File: src/rtl/if_stage.sv
// Instruction-fetch stage: owns the PC, drives imem_addr and fills the IF/ID register.
// Optional build macro IF_DELAY_SLOT_EN enables MIPS branch-delay-slot redirects.
module if_stage #(
  parameter logic [31:0] RESET_PC  = 32'h0000_0000,
  parameter logic [31:0] NOP_INSTR = 32'h0000_0000
) (
  input  logic        clk,
  input  logic        reset,
  output logic [31:0] imem_addr,
  input  logic [31:0] imem_rdata,
  input  logic        stall,
  input  logic        redirect_valid,
  input  logic [31:0] redirect_target,
  output logic [31:0] ifid_instr,
  output logic [31:0] ifid_pc,
  output logic [31:0] ifid_pc4,
  output logic        ifid_valid,
  output logic        fetch_fault
);

  localparam logic [1:0] BOOT = 2'd0;
  localparam logic [1:0] RUN  = 2'd1;
  localparam logic [1:0] HALT = 2'd2;

  logic [1:0]  state_r, state_s;
  logic [31:0] pc_r, pc_s;
  logic [31:0] instr_r, instr_s;
  logic [31:0] ifid_pc_r, ifid_pc_s;
  logic [31:0] ifid_pc4_r, ifid_pc4_s;
  logic        valid_r, valid_s;
  logic        fault_r, fault_s;
  logic [31:0] pc_plus4_s;
  logic        misaligned_s;
`ifdef IF_DELAY_SLOT_EN
  logic        pend_valid_r, pend_valid_s;
  logic [31:0] pend_target_r, pend_target_s;
`endif

  assign imem_addr   = pc_r;
  assign ifid_instr  = instr_r;
  assign ifid_pc     = ifid_pc_r;
  assign ifid_pc4    = ifid_pc4_r;
  assign ifid_valid  = valid_r;
  assign fetch_fault = fault_r;

  // Next-state selection for PC, IF/ID and FSM
  always_comb begin
    pc_plus4_s   = pc_r + 32'd4;
    misaligned_s = (redirect_target[1:0] != 2'b00);
    state_s      = state_r;
    pc_s         = pc_r;
    instr_s      = instr_r;
    ifid_pc_s    = ifid_pc_r;
    ifid_pc4_s   = ifid_pc4_r;
    valid_s      = valid_r;
    fault_s      = fault_r;
`ifdef IF_DELAY_SLOT_EN
    pend_valid_s  = pend_valid_r;
    pend_target_s = pend_target_r;
`endif
    case (state_r)
      BOOT: begin
        state_s = RUN;
      end
      RUN: begin
        if (redirect_valid && misaligned_s) begin
          fault_s = 1'b1;
          state_s = HALT;
          instr_s = NOP_INSTR;
          valid_s = 1'b0;
        end else if (redirect_valid) begin
`ifdef IF_DELAY_SLOT_EN
          // Delay slot: a stalled redirect is parked until the slot can be captured
          if (stall) begin
            pend_valid_s  = 1'b1;
            pend_target_s = redirect_target;
          end else begin
            instr_s      = imem_rdata;
            ifid_pc_s    = pc_r;
            ifid_pc4_s   = pc_plus4_s;
            valid_s      = 1'b1;
            pc_s         = redirect_target;
            pend_valid_s = 1'b0;
          end
`else
          pc_s    = redirect_target;
          instr_s = NOP_INSTR;
          valid_s = 1'b0;
`endif
        end else if (stall) begin
          pc_s = pc_r;
        end else begin
          instr_s    = imem_rdata;
          ifid_pc_s  = pc_r;
          ifid_pc4_s = pc_plus4_s;
          valid_s    = 1'b1;
`ifdef IF_DELAY_SLOT_EN
          if (pend_valid_r) begin
            pc_s         = pend_target_r;
            pend_valid_s = 1'b0;
          end else begin
            pc_s = pc_plus4_s;
          end
`else
          pc_s = pc_plus4_s;
`endif
        end
      end
      HALT: begin
        valid_s = 1'b0;
      end
      default: begin
        state_s = HALT;
        valid_s = 1'b0;
      end
    endcase
  end

  // State registers with synchronous active-low reset
  always_ff @(posedge clk) begin
    if (!reset) begin
      state_r    <= BOOT;
      pc_r       <= RESET_PC;
      instr_r    <= NOP_INSTR;
      ifid_pc_r  <= 32'h0000_0000;
      ifid_pc4_r <= 32'h0000_0000;
      valid_r    <= 1'b0;
      fault_r    <= 1'b0;
`ifdef IF_DELAY_SLOT_EN
      pend_valid_r  <= 1'b0;
      pend_target_r <= 32'h0000_0000;
`endif
    end else begin
      state_r    <= state_s;
      pc_r       <= pc_s;
      instr_r    <= instr_s;
      ifid_pc_r  <= ifid_pc_s;
      ifid_pc4_r <= ifid_pc4_s;
      valid_r    <= valid_s;
      fault_r    <= fault_s;
`ifdef IF_DELAY_SLOT_EN
      pend_valid_r  <= pend_valid_s;
      pend_target_r <= pend_target_s;
`endif
    end
  end

endmodule

File: config.mk
export PLATFORM = sky130hd
export DESIGN_NAME = if_stage
export DESIGN_NICKNAME = d
export VERILOG_FILES = /design/src/rtl/if_stage.sv
export SDC_FILE = /design/constraint.sdc
export NUM_CORES = 1
export LEC_CHECK = 0
export BUFFER_PORTS_ARGS = -buffer_cell sky130_fd_sc_hd__buf_2
export CORE_ASPECT_RATIO = 0.9
export CORE_MARGIN = 3
export CORE_UTILIZATION = 45
export DETAILED_ROUTE_END_ITERATION = 16
export PLACE_DENSITY = 0.76
export SYNTH_ARGS = -nofsm -noshare
export SYNTH_HDL_FRONTEND = slang
export SYNTH_SLANG_ARGS = --single-unit
export TNS_END_PERCENT = 5
File: constraint.sdc
create_clock -name clk -period 1.88 [get_ports clk]
set_clock_uncertainty 0.15 [all_clocks]
set_input_delay 0 -clock clk [delete_from_list [all_inputs] [get_ports clk]]
set_output_delay 0 -clock clk [all_outputs]
set_load 0.02 [all_outputs]
Word-level counts from Yosys, hierarchy flattened
Index checks and enable logic that the tools add are counted.
{"block": "word_totals", "inputBits": 68, "reg_bits": 132}
{"block": "op_classes", "n_reduce_logical": 9, "mux": 11, "eq_ne": 6, "bitwise_logic": 5, "addsub": 1}
{"op": "32-bit 2-to-1 mux", "n": 5}
{"op": "32-bit by 3-bit adder with 32-bit output, second input constant", "n": 1}
{"op": "2-bit AND reduction", "n": 4}
{"op": "2-bit case mux with 3 select lines", "n": 1}
{"op": "1-bit NOT", "n": 5}
{"op": "4-bit != test, second input constant", "n": 1}
{"op": "4-bit AND reduction", "n": 1}
{"op": "1-bit 2-to-1 mux", "n": 3}
{"op": "3-bit by 1-bit != test with 1-bit output, second input constant", "n": 1}
{"op": "3-bit AND reduction", "n": 1}
{"op": "2-bit by 1-bit == test with 1-bit output, second input constant", "n": 1}
{"op": "2-bit == test, second input constant", "n": 1}
{"op": "2-bit zero test", "n": 1}
{"op": "2-bit 2-to-1 mux", "n": 1}
{"op": "2-bit by 1-bit != test with 1-bit output, second input constant", "n": 1}
{"op": "2-bit != test, second input constant", "n": 1}
{"op": "1-bit case mux with 2 select lines", "n": 1}
{"op": "2-bit nonzero test", "n": 1}
{"op": "1-bit logical AND", "n": 1}

Depth between registers and ports, before layout
{"block": "logic_depth", "ltp_word": 4, "depth_mapped": 7, "mapped_depth_nobuf": 6}

Least setup slack after synthesis
No wires, ideal clock.
{"block": "synth_path", "path_kind": "register to register", "from": "register pc_r[4], in the netlist imem_addr[4]", "to": "register ifid_pc4_r[31], in the netlist ifid_pc4[31]", "required_ns": 1.603, "stages_incl_launch_ff": 8, "arrival_time_ns": 1.972, "n_path_buf": 2, "period_less_slack_ns": 2.249, "setup_slack_ns": -0.369, "path_cell_list": "dfxtp_1 buf_2 nand4_2 or3_1 buf_2 or4_1 o311ai_1 nor2_1"}
{"block": "synth_between", "elab_chain_len": 1}
{"element": "start: declaration", "line_no": "26", "source": "logic [31:0] pc_r, pc_s;"}
{"element": "start signal: assignment", "line_no": "135", "source": "pc_r <= pc_s;"}
{"element": "32-bit by 3-bit adder with 32-bit output", "line_no": "48", "source": "pc_plus4_s = pc_r + 32'd4;"}
{"element": "end signal: assignment", "line_no": "138", "source": "ifid_pc4_r <= ifid_pc4_s;"}
{"element": "end: declaration", "line_no": "29", "source": "logic [31:0] ifid_pc4_r, ifid_pc4_s;"}
Every way passes these cells.
A chain may end at the register's enable or synchronous reset.

Final worst setup path
{"block": "layout_path", "from": "register pc_r[5], in the netlist imem_addr[5]", "to": "register pc_r[29], in the netlist imem_addr[29]"}
{"block": "layout_between", "elab_chain_len": 3}
{"element": "32-bit by 3-bit adder with 32-bit output", "line_no": "48"}
{"element": "32-bit 2-to-1 mux", "line_no": "90", "source": "end else if (stall) begin"}
{"element": "32-bit 2-to-1 mux", "line_no": "71", "source": "end else if (redirect_valid) begin"}
Every way passes these cells. The select of a mux whose other input is x is not followed.

==> qor.csv <==
stage,metric,value,unit
outcome,status,"finished, violations left",
outcome,violations,setup timing,
routing,vias,6534,
yosys,synth-edff-count,0,
yosys,yosys_warnings,0,
sta,finalWorstSetupSlack,-101,ps
global_route,grt.overflow.total,0,
cells_and_area,mostFrequentLayoutCells,"buf_2, dfxtp_1, nand2_1",
routing,route.detailed.drc,0,
floorplanning,num_rows,38,
global_route,grt_pass1_vias,6343,
critical_path,cp-start-kind,flip-flop,
global_route,grt_pass1_wl,32.5,mm
yosys,ys_seq_elements,130,
critical_path,critPathCaptureType,flip-flop,
yosys,yosys_most_used_dff,dfxtp_1,
sta,grt_setup_unrepaired,yes,
sta,hold_viol,0,
yosys,syn-instance-count,697,
yosys,synth_nets,766,
routing,finalWirelength,20.6,mm
sta,setup_viol,9,
sta,fin_crit,1980,ps
place,port_buffers,197,
clock_network,path_clk_slew,60,ps
global_route,grt_util_all_layers,28.2,%
cells_and_area,drive_above_1_share,36.9,%
worst_hold_path,hold_class,in -> reg,
yosys,synth.cell_area,5740,um2
sta,post-route-period-util,105,%
critical_path,cp.required,2010,ps
routing,drtIter0Drc,511,
cells_and_area,layout_commonest_cell,buf_2,
floorplanning,io_pins,198,
clock_network,h-tree-depth,4,
power,leakage,0.00383,uW
clock_network,clock_latency,410,ps
floorplanning,die_h,113,um
clock_network,cts.sinks,130,
floorplanning,die-area,14100,um2
power,power.density,827,nW/um2
critical_path,cp.arrival,2120,ps
clock_network,ctsRootBufferMaster,clkbuf_16,
yosys,yosysSeqAreaShare,45.4,%
critical_path,cp_max_fo,6,
sta,max_slew.worst_pin.slew,545,ps
global_route,antenna_found_initial,0,
cells_and_area,syn_to_final_growth,52.8,%
floorplanning,die_x,125,um
yosys,postSynth.asyncResetShare,0,%
floorplanning,initial_core_util,46.8,%
sta,relSlewSlack,63.4,%
cells_and_area,fin_area,8770,um2
routing,wire_per_inst,17.7,um
place,gp_congestion,0.903,
sta,fmax,0.505,GHz
critical_path,worstSetupPathType,reg -> reg,
routing,ant_nets,0,
routing,vias_per_cell,5.62,
global_route,grt_max_degree,55,
power,irDropWorstVdd,0.921,mV
clock_network,tritoncts,yes,
clock_network,cts_buffer_depth,2,
floorplanning,core_area,12300,um2
place,placed_cell_area,7340,um2
sta,slew_viol_final,0,
sta,fin_worst_hold_slack,16.3,ps
cells_and_area,fin_nets,1058,
clock_network,cts_made_buffers,17,
place,pre_cts_slack,-124,ps
yosys,syn_area_per_cell,8.23,um2
cells_and_area,num-fill-cells,890,
routing,dr.pass1.iters,5,
run,cap_violations,0,
place,dp_hpwl,13.3,mm
power,power,7250,uW
yosys,synth.distinct_cells,59,
-- per-layer routing --
| layer | wire length (um) | GRT usage, % | share of wire [%] |
|---|---|---|---|
| met1 | 8590 | 35.5 | 42 |
| met2 | 9480 | 45.8 | 46 |
| met3 | 2040 | 9.20 | 9.9 |
| met4 | 478 | 9.47 | 2.3 |
| met5 | 0 | 0 | 0 |
-- metrics by stage --
stage	std cells	utilization [%]	setup TNS (ps)
after floorplan	697	-	-1730
after global placement	1062	59.9	-347
after detailed placement	1062	59.9	-774
after CTS	1160	70.4	-375
after global routing	1161	71.5	-1220
final	1162	71.5	-286
-- where the power goes --
part / internal [uW] / switching [uW] / leakage, uW
Sequential: 2850 / 63.1 / 0.00107
Clock: 2130 / 1230 / 0.000299
Combinational: 421 / 566 / 0.00247
-- synthesized netlist by cell type (8+ instances only) --
cell type	number	area, um2
dfxtp_1	130	2600
a22oi_1	44	330
nand3_1	11	55.1
nor2_1	85	319
a31oi_1	8	50.1
clkbuf_1	35	131
a21oi_1	55	275
nand2b_1	8	50.1
buf_2	25	125
nand2_1	98	368
a22o_1	8	70.1
a211oi_1	15	113
o21ai_0	35	175
xnor2_1	15	131
-- layout make-up --
class,instances,area [um2],share of cell area (%)
Inverter,6,23.8,0.271
Sequential cell,130,2650,30.2
Multi-Input combinational cell,491,3000,34.2
Tap cell,160,200,2.28
Antenna cell,1,2.50,0.0285
Timing Repair Buffer,343,2300,26.2
Clock inverter,8,96.3,1.10
Clock buffer,23,499,5.69
-- worst max-delay path, stage by stage (launching register included) --
cell	delay [ps]
dfxtp_4	350
nand4_4	140
or3_4	480
or4_4	490
nand3_2	130
o311ai_4	100
-- logic make-up (layout without fill, tap and decap cells) --
logic type	count (synthesis)	in the layout	synth area share, %
flops	130	130	45.4
buf+inv	76	380	5.78
mux	6	6	1.05
other cells	0	1	0
xor+xnor	20	20	3.05
fa+ha+maj	1	1	0.218
compound gates	200	200	22.7
simple gates	264	264	21.9
-- final timing paths --
path	from	to	slack, ps	cells past startpoint
setup / recovery	imem_addr[5]$_SDFFE_PN0P_	imem_addr[29]$_SDFFE_PN0P_	-100	5
hold / removal	redirect_target[1]	imem_addr[26]$_SDFFE_PN0P_	20	5
setup reg to reg	imem_addr[5]$_SDFFE_PN0P_	imem_addr[29]$_SDFFE_PN0P_	-100	5
hold reg to reg	ifid_pc[6]$_SDFFE_PN0P_	ifid_pc[6]$_SDFFE_PN0P_	300	2
-- what timing repair did --
action / 4_1_cts / 5_1_grt
gates resized for setup: 5 / 27
endpoints found under the hold margin: 81 / 0
hold buffers: 67 / 0
gates cloned: 0 / 0
pin swaps: 1 / 12
setup endpoints to repair: 23 / 49
setup buffers: 0 / 1
-- sequential cells by signal, summed over array words and instances, names as in the netlist --
signal       flops
fetch_fault      1
ifid_pc         32
ifid_instr      32
state_r          2
imem_addr       32
ifid_pc4        30
ifid_valid       1
No activity file was read; power rests on OpenSTA's default activity.
